--- src/rtl/threemux_arbiter_pkg.sv ---
// threemux_arbiter_pkg
//   Shared constants and helpers for the 3-source round-robin mux arbiter.
//   - Source indices: the bit position of each source in REQ/GNT.
//   - Select pairs, ordered {S1, S}, that drive the two-stage source mux.
//   - FSM state encoding.
//   - Helpers that map a one-hot grant to a select pair or a source index.
package threemux_arbiter_pkg;

  // Bit positions in REQ/GNT
  localparam logic [1:0] SRC_A = 2'd0;
  localparam logic [1:0] SRC_B = 2'd1;
  localparam logic [1:0] SRC_D = 2'd2;

  // Select pairs {S1, S}
  localparam logic [1:0] SEL_A    = 2'b11;
  localparam logic [1:0] SEL_B    = 2'b10;
  localparam logic [1:0] SEL_D    = 2'b00;
  localparam logic [1:0] SEL_IDLE = 2'b00;

  typedef enum logic {
    IDLE  = 1'b0,
    GRANT = 1'b1
  } state_e;

  // Select pair for a one-hot grant; anything that is not a single owner
  // maps to the idle pair.
  function automatic logic [1:0] sel_of(input logic [2:0] gnt);
    logic [1:0] sel;
    case (gnt)
      3'b001:  sel = SEL_A;
      3'b010:  sel = SEL_B;
      3'b100:  sel = SEL_D;
      default: sel = SEL_IDLE;
    endcase
    return sel;
  endfunction

  // Source index of a one-hot grant. Only called with a valid one-hot value;
  // the default arm covers D.
  function automatic logic [1:0] idx_of(input logic [2:0] onehot);
    logic [1:0] idx;
    case (onehot)
      3'b001:  idx = SRC_A;
      3'b010:  idx = SRC_B;
      default: idx = SRC_D;
    endcase
    return idx;
  endfunction

endpackage

--- src/rtl/threemux_arbiter_rr_pick3.sv ---
// threemux_arbiter_rr_pick3
//   Combinational 3-way round-robin picker. The search starts at the source
//   after last_i and wraps A -> B -> D -> A; the first requesting source that
//   is not excluded wins.
//   Ports:
//     req_i   [2:0]  request lines (bit0=A, bit1=B, bit2=D)
//     excl_i  [2:0]  sources that may not win (the current owner on handover)
//     last_i  [1:0]  index of the most recent owner
//     gnt_o   [2:0]  one-hot winner, 3'b000 when nothing eligible requests
module threemux_arbiter_rr_pick3
  import threemux_arbiter_pkg::*;
(
  input  logic [2:0] req_i,
  input  logic [2:0] excl_i,
  input  logic [1:0] last_i,
  output logic [2:0] gnt_o
);

  logic [2:0] masked;
  logic [1:0] order [3];

  always_comb begin
    masked = req_i & ~excl_i;

    // order[0] is the highest-priority candidate for this LAST value
    order = '{SRC_A, SRC_B, SRC_D};
    case (last_i)
      SRC_A:   order = '{SRC_B, SRC_D, SRC_A};
      SRC_B:   order = '{SRC_D, SRC_A, SRC_B};
      default: order = '{SRC_A, SRC_B, SRC_D};
    endcase

    // Walk from lowest to highest priority so the highest-priority
    // eligible source is the last one written.
    gnt_o = 3'b000;
    for (int k = 2; k >= 0; k--) begin
      if (masked[order[k]]) begin
        gnt_o = 3'b001 << order[k];
      end
    end
  end

endmodule

--- src/rtl/threemux_arbiter.sv ---
// threemux_arbiter
//   Round-robin arbiter driving the select lines of the 3-input source mux
//   (sources A, B, D). Produces a registered one-hot grant together with the
//   registered {S1, S} select pair, so the mux selects only move on clk edges.
//   An owner that keeps requesting while others wait is preempted after
//   MAX_HOLD cycles; a sole requester holds indefinitely.
//   Parameters:
//     MAX_HOLD  cycles an owner may keep the mux under contention (1..15)
//     CNT_W     hold counter width, 2**CNT_W > MAX_HOLD
//   Ports:
//     clk       system clock, rising edge
//     rst       asynchronous active-high reset
//     EN        0 blocks new grants and preemption; the owner may still release
//     REQ[2:0]  request lines, bit0=A, bit1=B, bit2=D
//     GNT[2:0]  registered one-hot grant, 000 = no owner
//     VALID     registered, high while GNT is nonzero
//     S         first-stage select: 1 = A, 0 = B
//     S1        second-stage select: 1 = first stage, 0 = D
//     HOLD_CNT  cycles the current owner has held the grant, saturating
module threemux_arbiter
  import threemux_arbiter_pkg::*;
#(
  parameter int MAX_HOLD = 4,
  parameter int CNT_W    = 4
) (
  input  logic             clk,
  input  logic             rst,
  input  logic             EN,
  input  logic [2:0]       REQ,
  output logic [2:0]       GNT,
  output logic             VALID,
  output logic             S,
  output logic             S1,
  output logic [CNT_W-1:0] HOLD_CNT
);

  localparam logic [CNT_W-1:0] HOLD_LAST = CNT_W'(MAX_HOLD - 1);
  localparam logic [CNT_W-1:0] CNT_MAX   = {CNT_W{1'b1}};

  state_e           state_q, state_d;
  logic [2:0]       gnt_q, gnt_d;
  logic [1:0]       sel_q, sel_d;
  logic             valid_q;
  logic [1:0]       last_q, last_d;
  logic [CNT_W-1:0] cnt_q, cnt_d;

  logic [2:0]       pick_gnt;
  logic             owner_req;
  logic             other_req;
  logic             at_limit;

  assign owner_req = |(REQ & gnt_q);
  assign other_req = |(REQ & ~gnt_q);
  assign at_limit  = (cnt_q == HOLD_LAST);

  // gnt_q is 000 in IDLE, so excluding it serves both fresh grants and
  // handovers away from the current owner with one picker.
  threemux_arbiter_rr_pick3 u_pick (
    .req_i  (REQ),
    .excl_i (gnt_q),
    .last_i (last_q),
    .gnt_o  (pick_gnt)
  );

  always_comb begin
    state_d = state_q;
    gnt_d   = gnt_q;
    last_d  = last_q;
    cnt_d   = cnt_q;

    case (state_q)
      IDLE: begin
        gnt_d = 3'b000;
        cnt_d = '0;
        if (EN && (REQ != 3'b000)) begin
          state_d = GRANT;
          gnt_d   = pick_gnt;
          last_d  = idx_of(pick_gnt);
        end
      end

      GRANT: begin
        if (!owner_req) begin
          if (EN && other_req) begin
            // Release straight into the next owner, no idle bubble
            gnt_d  = pick_gnt;
            last_d = idx_of(pick_gnt);
            cnt_d  = '0;
          end else begin
            state_d = IDLE;
            gnt_d   = 3'b000;
            cnt_d   = '0;
          end
        end else if (EN && other_req && at_limit) begin
          // Preemption: hold budget used up while someone else waits
          gnt_d  = pick_gnt;
          last_d = idx_of(pick_gnt);
          cnt_d  = '0;
        end else if (cnt_q != CNT_MAX) begin
          cnt_d = cnt_q + 1'b1;
        end
      end

      default: begin
        state_d = IDLE;
        gnt_d   = 3'b000;
        cnt_d   = '0;
      end
    endcase

    // Selects are derived from the next grant so both land in the same flop stage
    sel_d = sel_of(gnt_d);
  end

  always_ff @(posedge clk or posedge rst) begin
    if (rst) begin
      state_q <= IDLE;
      gnt_q   <= 3'b000;
      sel_q   <= SEL_IDLE;
      valid_q <= 1'b0;
      last_q  <= SRC_D;
      cnt_q   <= '0;
    end else begin
      state_q <= state_d;
      gnt_q   <= gnt_d;
      sel_q   <= sel_d;
      valid_q <= |gnt_d;
      last_q  <= last_d;
      cnt_q   <= cnt_d;
    end
  end

  assign GNT      = gnt_q;
  assign VALID    = valid_q;
  assign S1       = sel_q[1];
  assign S        = sel_q[0];
  assign HOLD_CNT = cnt_q;

endmodule

--- config.mk ---
export PLATFORM = sky130hd
export DESIGN_NAME = threemux_arbiter
export DESIGN_NICKNAME = d
export VERILOG_FILES = /design/src/rtl/threemux_arbiter_pkg.sv /design/src/rtl/threemux_arbiter_rr_pick3.sv /design/src/rtl/threemux_arbiter.sv
export SDC_FILE = /design/constraint.sdc
export NUM_CORES = 1
export LEC_CHECK = 0
export ABC_AREA = 1
export CORE_AREA = 2 2 48 50
export CTS_BUF_LIST = sky130_fd_sc_hd__clkbuf_4 sky130_fd_sc_hd__clkbuf_8
export DETAILED_ROUTE_END_ITERATION = 8
export DIE_AREA = 0 0 50 52
export GPL_TIMING_DRIVEN = 0
export HOLD_SLACK_MARGIN = 0.02
export PLACE_DENSITY_LB_ADDON = 0.05
export SETUP_SLACK_MARGIN = 0.15
export SYNTH_ARGS = -nofsm -noshare
export SYNTH_HDL_FRONTEND = slang
export SYNTH_SLANG_ARGS = --single-unit
--- constraint.sdc ---
create_clock -name clk -period 2.1 [get_ports clk]
set_input_delay 0.525 -clock clk [delete_from_list [all_inputs] [get_ports clk]]
set_output_delay 0.525 -clock clk [all_outputs]
set_load 0.01 [all_outputs]
==> out/qor.log, run 1 <==
[placed_design] Final Wtd Congestion 0.775
[logic_synthesis] summed instance area of the synthesized netlist 845 sq um
[detailed_routing] number of remaining DRC errors 0
[cts] Num Clock Sinks 13
[detailed_routing] violation count after the first detailed-routing iteration 7
[logic_synthesis] xor and xnor fraction of the mapped netlist area 2.07%
[floorplan] Core Area 0.00211 sq mm
[setup_path] endpoint arrival time on the critical path 1.29 ns
[logic_synthesis] Synth warnings 0
[timing] worst path setup slack after routing 0.287 ns
[timing] total setup violations reported at the end of the flow 0
[floorplan] die outline area 0.00260 sq mm
[timing] Achievable Freq 0.552 GHz
[setup_path] Slowest-stage cell, CP sky130_fd_sc_hd__clkdlybuf4s50_1
[detailed_routing] post-detailed-routing wire length 1870 microns
[setup_path] Largest delay share family, worst path buffers and inverters
[power] power density relative to cell area 1210 mW/mm^2
[grt] via count of the first global-routing pass 776
[detailed_routing] average wire per standard cell 11.1 microns
[finish] non-filler cells, final 169
[finish] post-layout instance area 0.00111 sq mm
[placed_design] Post-Place Cell Area 0.00103 sq mm
[power] Total Power 1.35 mW
[timing] unrepaired setup endpoints after global routing no
[grt] global-route wire length before repair 3390 microns
[detailed_routing] remaining antenna violation count 0
[logic_synthesis] mean instance size in the synthesized netlist 7.10 sq um
[floorplan] # IOs 16
[grt] total congestion overflow 0
[status] result of the run finished, final reports clean
[placed_design] final HPWL from detailed placement 1470 microns
[setup_path] Crit path depth 1
[cts] TritonCTS clock tree yes
[setup_path] Crit path buffers/inverters 1
[setup_path] CP cell instances clkdlybuf4s50_1
[power] peak supply drop 0.587 mV
[detailed_routing] number of iterations in the first detailed-routing pass 4
[grt] initial antenna violation count 0
[logic_synthesis] proportion of netlist area held by the largest area contributor 35.6%
[hold_path] Hold Crit Class input pin to asynchronous set/reset pin
[floorplan] starting utilization of the core area 40.1%
[logic_synthesis] post-synthesis mux area share 0%
[timing] slew margin rel. 66.8%
[timing] Final Cycle Share 86.3%
[cts] H-Tree Depth 1
[finish] final core utilization 52.9%
[setup_path] critical path launch point type flip-flop
[detailed_routing] detailed-route vias per instance 4.85
[placed_design] number of cells in the design after placement 162
[timing] max-slew violation count 0
[setup_path] highest fanout seen on the critical path 6
[setup_path] category of the worst setup path capture point output pin
[timing] skew final 0.00110 ns
[floorplan] height of the die 52 microns
[timing] post-route minimum period 1.81 ns
[logic_synthesis] post-synthesis net count 126
[finish] final net count 149
[logic_synthesis] Area contributors post-synth sky130_fd_sc_hd__dfrtp_1 (36%), sky130_fd_sc_hd__nand2_1 (16%), sky130_fd_sc_hd__nand3_1 (8.3%)
[logic_synthesis] synthesis-stage register bit count 13
[logic_synthesis] synthesized instance count 119
[timing] final hold violations 0
[logic_synthesis] largest family of logic cells by synthesized area simple AND/OR/NAND/NOR gates
[finish] number of antenna diodes 0
[logic_synthesis] synthesized-area fraction occupied by ao, oa, aoi and oai cells 6.07%
[floorplan] width of the die 50 microns
[placed_design] DP Worst Slack -0.230 ns
[timing] total negative slack 0 ns
[floorplan] number of standard-cell rows in the floorplan 17
[grt] Overall Global Routing Usage 17.3%
[cts] clk_lat worst skew 0.27 ns
[logic_synthesis] post-synthesis share of cell area spent on full adders, half adders and majority gates 1.48%
[setup_path] peak per-stage delay on the critical path 0.57 ns
[finish] fraction of layout cells with a size suffix above 1 18.4%
[timing] Final Hold Slack 0.565 ns
[cts] clock buffers created by TritonCTS 3
[logic_synthesis] share of the yosys chip area belonging to registers 38.7%
[cts] Clk pin slew, worst setup/hold paths 0.08 ns
[grt] maximum number of pins on one net before global-route repair 14
[logic_synthesis] number of unique standard cell types used by synthesis 24
[logic_synthesis] area fraction in and, or, nand and nor cells after synthesis 42.8%
[cts] quantity of hold-fixing buffers added after cts 0
[setup_path] cell depth of the worst flop-to-flop path 9
[finish] Syn-to-layout area delta 32.0%
[run] number of max-cap violations 0
[power] leakage 0.583 nW
[setup_path] critical setup path kind flip-flop to output pin
[setup_path] Required @ worst endpoint 1.57 ns
[detailed_routing] via count 820
[logic_synthesis] cell type with the largest total area after synthesis sky130_fd_sc_hd__dfrtp_1
[placed_design] count of input and output buffers 15
[cts] maximum count of clock buffers along a single path 2
[cts] Root Buffer Master sky130_fd_sc_hd__clkbuf_4
[timing] transition time at the pin with the least slew margin 0.497 ns
Yosys cell counts:
cell type / count
sky130_fd_sc_hd__inv_2: 2
sky130_fd_sc_hd__nand3_4: 1
sky130_fd_sc_hd__o211ai_1: 1
sky130_fd_sc_hd__and2_4: 1
sky130_fd_sc_hd__nor2_2: 2
sky130_fd_sc_hd__nand4_1: 7
sky130_fd_sc_hd__or2_1: 1
sky130_fd_sc_hd__xnor2_1: 1
sky130_fd_sc_hd__o21ai_1: 1
sky130_fd_sc_hd__nand2_4: 1
sky130_fd_sc_hd__dfrtp_1: 12
sky130_fd_sc_hd__o22ai_1: 1
sky130_fd_sc_hd__ha_1: 1
sky130_fd_sc_hd__nor2_1: 8
sky130_fd_sc_hd__o21a_1: 1
sky130_fd_sc_hd__nand3_2: 1
sky130_fd_sc_hd__xor2_1: 1
sky130_fd_sc_hd__dfstp_2: 1
sky130_fd_sc_hd__o21ai_0: 5
sky130_fd_sc_hd__nand3_1: 14
sky130_fd_sc_hd__inv_1: 18
sky130_fd_sc_hd__nand2_2: 2
sky130_fd_sc_hd__nand2_1: 35
sky130_fd_sc_hd__nand3b_1: 1
power breakdown:
group | internal, mW | total, mW | leakage, nW | switching [mW]
Clock | 0.0865 | 0.169 | 0.0184 | 0.0829
Combinational | 0.323 | 0.758 | 0.395 | 0.435
Sequential | 0.338 | 0.426 | 0.170 | 0.0880
Total | 0.747 | 1.35 | 0.583 | 0.606
final cells by class:
type	count	area, sq um
clock buffers	4	30.0
well taps	28	35.0
inverters	20	75.1
fillers	199	991
flip-flops and latches	13	327
multi-input cells	86	468
repair buffers	18	180
flip-flops by register name (all words and copies together), names as in the netlist:
register	flops
HOLD_CNT	4
GNT	3
last_q	2
sel_q	2
VALID	1
state_q	1
cells in the final DEF, fill, tap and decap left out, types with 2 or more instances in the layout:
master / instances
sky130_fd_sc_hd__nand3_1: 12
sky130_fd_sc_hd__o21ai_1: 2
sky130_fd_sc_hd__dlymetal6s2s_1: 3
sky130_fd_sc_hd__inv_1: 18
sky130_fd_sc_hd__o21ai_0: 4
sky130_fd_sc_hd__nor2_1: 7
sky130_fd_sc_hd__nand4_1: 7
sky130_fd_sc_hd__nor2_2: 3
sky130_fd_sc_hd__clkbuf_4: 4
sky130_fd_sc_hd__clkdlybuf4s50_1: 12
sky130_fd_sc_hd__nand3_2: 3
sky130_fd_sc_hd__dfrtp_1: 12
sky130_fd_sc_hd__nand2_2: 7
sky130_fd_sc_hd__nand2_1: 30
sky130_fd_sc_hd__buf_4: 3
sky130_fd_sc_hd__inv_2: 2
cells by family after synthesis:
logic type               after synthesis
AO/OA/AOI/OAI                          9
XOR/XNOR                               2
adder cells (fa/ha/maj)                1
buffers and inverters                 20
flip-flops                            13
AND/OR/NAND/NOR                       74
routing by layer:
metal,up-vias,part of all wire [%],GRT usage [%]
li1,432,-,-
met1,375,49,23.9
met2,11,48,27.0
met3,2,2.0,1.72
met4,0,0.91,8.33
met5,-,0,0
what timing repair did:
item	4_1_cts	5_1_grt
gates cloned	0	0
setup buffers	1	2
setup endpoints to repair	1	7
resized for setup	2	10
pin swaps	1	2
worst paths after layout:
kind                             start          end  slack [ns]
setup / recovery                GNT[1]       GNT[1]        0.29
max in group asynchronous          rst    last_q[1]        1.18
hold / removal                     rst      state_q        0.57
hold reg to reg            HOLD_CNT[1]  HOLD_CNT[1]        0.59
min in group clk           HOLD_CNT[1]  HOLD_CNT[1]        0.59
setup reg to reg           HOLD_CNT[1]        VALID        0.39
Power figures use the tool's default switching activity.
==> run 2, diff against run 1 <==
- GPL_TIMING_DRIVEN: 0 -> unset
==> out/qor.log, run 2 (same netlist as run 1, synthesis figures left out) <==
[status] result of the run finished, final reports clean
[timing] slew margin rel. 66.1%
[grt] met3 Use GR 1.72%
[timing] Final Cycle Share 86.6%
[finish] final core utilization 55.4%
[timing] worst path setup slack after routing 0.281 ns
[placed_design] number of cells in the design after placement 171
[floorplan] number of standard-cell rows in the floorplan 17
[hold_path] Hold Crit Class input pin to asynchronous set/reset pin
[grt] GR Util met1 23.9%
[finish] number of antenna diodes 0
[detailed_routing] violation count after the first detailed-routing iteration 29
[floorplan] # IOs 16
[placed_design] Post-Place Cell Area 0.00110 sq mm
[cts] clk_lat worst skew 0.27 ns
[timing] transition time at the pin with the least slew margin 0.509 ns
[finish] non-filler cells, final 177
[detailed_routing] number of iterations in the first detailed-routing pass 4
[timing] total setup violations reported at the end of the flow 0
[timing] total negative slack 0 ns
[grt] global-route wire length before repair 3350 microns
[setup_path] critical path launch point type flip-flop
[setup_path] endpoint arrival time on the critical path 1.29 ns
[setup_path] CP cell instances clkdlybuf4s50_1
[floorplan] Core Area 0.00211 sq mm
[placed_design] count of input and output buffers 15
[timing] final hold violations 0
[setup_path] setup slack, reg-to-reg 0.43 ns
[power] leakage 0.621 nW
[setup_path] peak per-stage delay on the critical path 0.57 ns
[grt] routing layer with the top usage in global route met2
[timing] Achievable Freq 0.550 GHz
[finish] commonest cells after routing, fill and taps aside sky130_fd_sc_hd__nand2_1 (30), sky130_fd_sc_hd__inv_1 (18), sky130_fd_sc_hd__nand3_1 (13)
[floorplan] die outline area 0.00260 sq mm
[finish] flip-flop count of the largest register after layout 4
[finish] commonest non-fill, non-tap cell in the layout sky130_fd_sc_hd__nand2_1
[finish] fraction of layout cells with a size suffix above 1 21.5%
[cts] Root Buffer Master sky130_fd_sc_hd__clkbuf_4
[grt] initial antenna violation count 0
[grt] total congestion overflow 0
[cts] H-Tree Depth 1
[setup_path] highest fanout seen on the critical path 6
[detailed_routing] number of remaining DRC errors 0
[grt] met2 Resource Use GR 25.4%
[setup_path] Crit path buffers/inverters 1
[cts] TritonCTS clock tree yes
[power] power density relative to cell area 1250 mW/mm^2
[cts] Num Clock Sinks 13
[finish] number of fillers in the final layout 218
[detailed_routing] detailed-route vias per instance 4.92
[cts] clock buffers created by TritonCTS 3
[setup_path] category of the worst setup path capture point output pin
[floorplan] height of the die 52 microns
[grt] maximum number of pins on one net before global-route repair 14
[floorplan] width of the die 50 microns
[setup_path] Required @ worst endpoint 1.57 ns
[finish] Syn-to-layout area delta 38.2%
[setup_path] critical setup path kind flip-flop to output pin
[grt] Overall Global Routing Usage 17.0%
[finish] post-layout instance area 0.00117 sq mm
[placed_design] DP Worst Slack -0.162 ns
[placed_design] Final Wtd Congestion 0.789
[detailed_routing] remaining antenna violation count 0
[timing] post-route minimum period 1.82 ns
[detailed_routing] post-detailed-routing wire length 1930 microns
[cts] Clk pin slew, worst setup/hold paths 0.08 ns
[grt] via count of the first global-routing pass 770
[placed_design] final HPWL from detailed placement 1470 microns
[timing] max-slew violation count 0
[setup_path] Slowest-stage cell, CP sky130_fd_sc_hd__clkdlybuf4s50_1
[setup_path] Largest delay share family, worst path buffers and inverters
[cts] maximum count of clock buffers along a single path 2
[timing] unrepaired setup endpoints after global routing no
[run] number of max-cap violations 0
[finish] final net count 157
[power] peak supply drop 0.608 mV
[detailed_routing] via count 870
[cts] quantity of hold-fixing buffers added after cts 0
[floorplan] starting utilization of the core area 40.1%
[detailed_routing] average wire per standard cell 10.9 microns
[timing] skew final 0.00358 ns
==> run 2: changes by cell type in the layout (fill, tap and decap cells not counted) <==
cell and delta:
sky130_fd_sc_hd__nand3_2 -1, sky130_fd_sc_hd__buf_4 +8, sky130_fd_sc_hd__nor2_1 +1, sky130_fd_sc_hd__nand3_1 +1
sky130_fd_sc_hd__o21ai_1 -1, sky130_fd_sc_hd__nor2_2 -1, sky130_fd_sc_hd__o21ai_0 +1
==> run 2: power by group <==
part	switching, mW	internal [mW]
logic	0.453	0.410
registers	0.0914	0.338
clock network	0.0779	0.0864
total	0.623	0.835
==> run 2: through the flow <==
step,hold WS (ns),total power [mW]
floorplan,0.401,0.940
CTS,0.590,1.44
global placement,0.576,1.26
finish,0.579,1.46
detailed placement,0.583,1.26
global route,0.626,1.60
==> run 2: repair_timing <==
item	in CTS	in global routing
pin swaps	1	2
hold endpoints to repair	0	0
gates resized for setup	2	7
setup endpoints to repair	1	7
buffers inserted	0	2
==> run 2: final timing paths <==
path                                   from          end  cells after the start
min in group clk                HOLD_CNT[1]  HOLD_CNT[1]                      2
worst min-delay path                    rst  HOLD_CNT[0]                      2
worst max-delay path                 GNT[1]       GNT[1]                      1
max in group asynchronous               rst    last_q[1]                      2
worst max register to register  HOLD_CNT[1]        VALID                      8
worst min register to register  HOLD_CNT[1]  HOLD_CNT[1]                      2
==> run 2: per-layer routing <==
layer	share of wire (%)	up-vias	wire length, microns
met2	46	15	879
met1	50	408	962
li1	-	443	-
met4	2.0	0	38
met3	2.3	4	44
met5	0	-	0
==> run 2: layout make-up <==
| type | instances | area [sq um] | share of cell area, % |
|---|---|---|---|
| flip-flops and latches | 13 | 327 | 28.0 |
| multi-input cells | 86 | 460 | 39.4 |
| well taps | 28 | 35.0 | 3.00 |
| repair buffers | 26 | 240 | 20.6 |
| inverters | 20 | 75.1 | 6.43 |
| clock buffers | 4 | 30.0 | 2.57 |
==> edit, RTL diff (flow settings as in run 1) <==
The parameter `CNT_W` goes from 4 to 5.
--- a/src/rtl/threemux_arbiter.sv
+++ b/src/rtl/threemux_arbiter.sv
@@ -22,5 +22,5 @@
 #(
   parameter int MAX_HOLD = 4,
-  parameter int CNT_W    = 4
+  parameter int CNT_W    = 5
 ) (
   input  logic             clk,
Interface: changed (resized HOLD_CNT); port bits go from 16 to 17. No check against the original RTL was run, so the function may have changed too.
==> edit against run 1 <==
- total power increased by 9.3%
- via count increased by 8.7%
- sequential power down 1%
- final cell count is 6.5% higher
- die area unchanged
- synthesized cell count increased by 11%
- largest power group unchanged
- worst setup slack lost 0.043 ns
- highest routed layer unchanged
- sequential cell count up 1
- wire length rose by 8.5%
- synthesized area up 17%
- cell area up 11%
==> edit: results (changes against run 1) <==
status=finished, final reports clean (unchanged); Area contributors post-synth=dfrtp_1 33%, nand2_1 14%, nand2_2 6.3%, nand3_1 6.1%, inv_1 5.3% (was dfrtp_1 36%, nand2_1 16%, nand3_1 8.3%, inv_1 8.0%, nand4_1 5.2%); Crit Path Max Fanout=4 (was 6); Logic inverters=19 (was 20); met3 GRT Util=5.172% (was 1.724%); CTS sink cnt=14 (was 13); Routed met1 length=1013 um (was 913 um); slowest stage delay, CP=0.53 ns (was 0.57 ns); Post-Synth Adder-Cell Area=2.532% (was 1.481%); met2 wire length=942 um (was 904 um); placed cell count=176 (was 162); XOR/XNOR share of the synthesized area=0.8861% (was 2.074%); Tot GR Track Use=18.37% (was 17.29%); vias in the first global route=844 (was 776); post-synth net total=140 (was 126); comb_multi_in=98 (was 86); vias post-DR=891 (was 820); Synth cell types=25 (was 24); Wirelength per Cell=11.29 um (was 11.08 um); Internal=792.5 uW (was 747.2 uW); leakage=0.0006328 uW (was 0.0005834 uW); Non-clk bufs=17 (was 18); Largest register FFs=5 (was 4); I/O Buffers=16 (was 15); post-DP HPWL=1586 um (was 1466 um); WP data arrival=2.03 ns (was 1.29 ns); layout cells sized above 1=22.37% (was 18.44%); CP Capture Point=sel_q[1]$_DFF_PP0_ (was GNT[1]); first-pass GRT wire length=3601 um (was 3387 um); largest net degree at the start of global routing=15 (was 14); Seq area share=28.41% (was 29.29%); non-clk buf share=14.05% (was 16.16%); gp weighted congestion=0.8708 (was 0.7748); Final Net Count=161 (was 149); dpl ws=-0.06715 ns (was -0.2299 ns)
-- edit: cell count changes after synthesis, moves of 2 or more --
cell / change
nor2_2: -2
o21ai_0: -5
nand2_1: +2
nand3_2: +4
nand2_2: +8
inv_2: +3
a21oi_1: +7
nand3_1: -2
nand4_1: -3
nor3_1: +2
inv_1: -4
-- edit: power by group through the flow --
stage                     sequential [uW]  clock, uW  combinational (uW)
after floorplan                       442          0                 619
after global placement                428          0                 846
after detailed placement              427          0                 858
after CTS                             423        182                 861
after global routing                  432        189                 979
final                                 421        173                 885
-- edit: timing repair --
action | CTS | global route
buffers inserted | 0 | 0
gates resized for setup | 0 | 5
setup endpoints to repair | 0 | 5
hold buffers | 0 | 0
-- edit: through the flow --
step | util (%) | total power [uW]
final | 58.76 | 1479
after global routing | 58.76 | 1600
after CTS | 57.64 | 1467
after detailed placement | 56.21 | 1285
after global placement | 56.21 | 1274
after floorplan | - | 1061
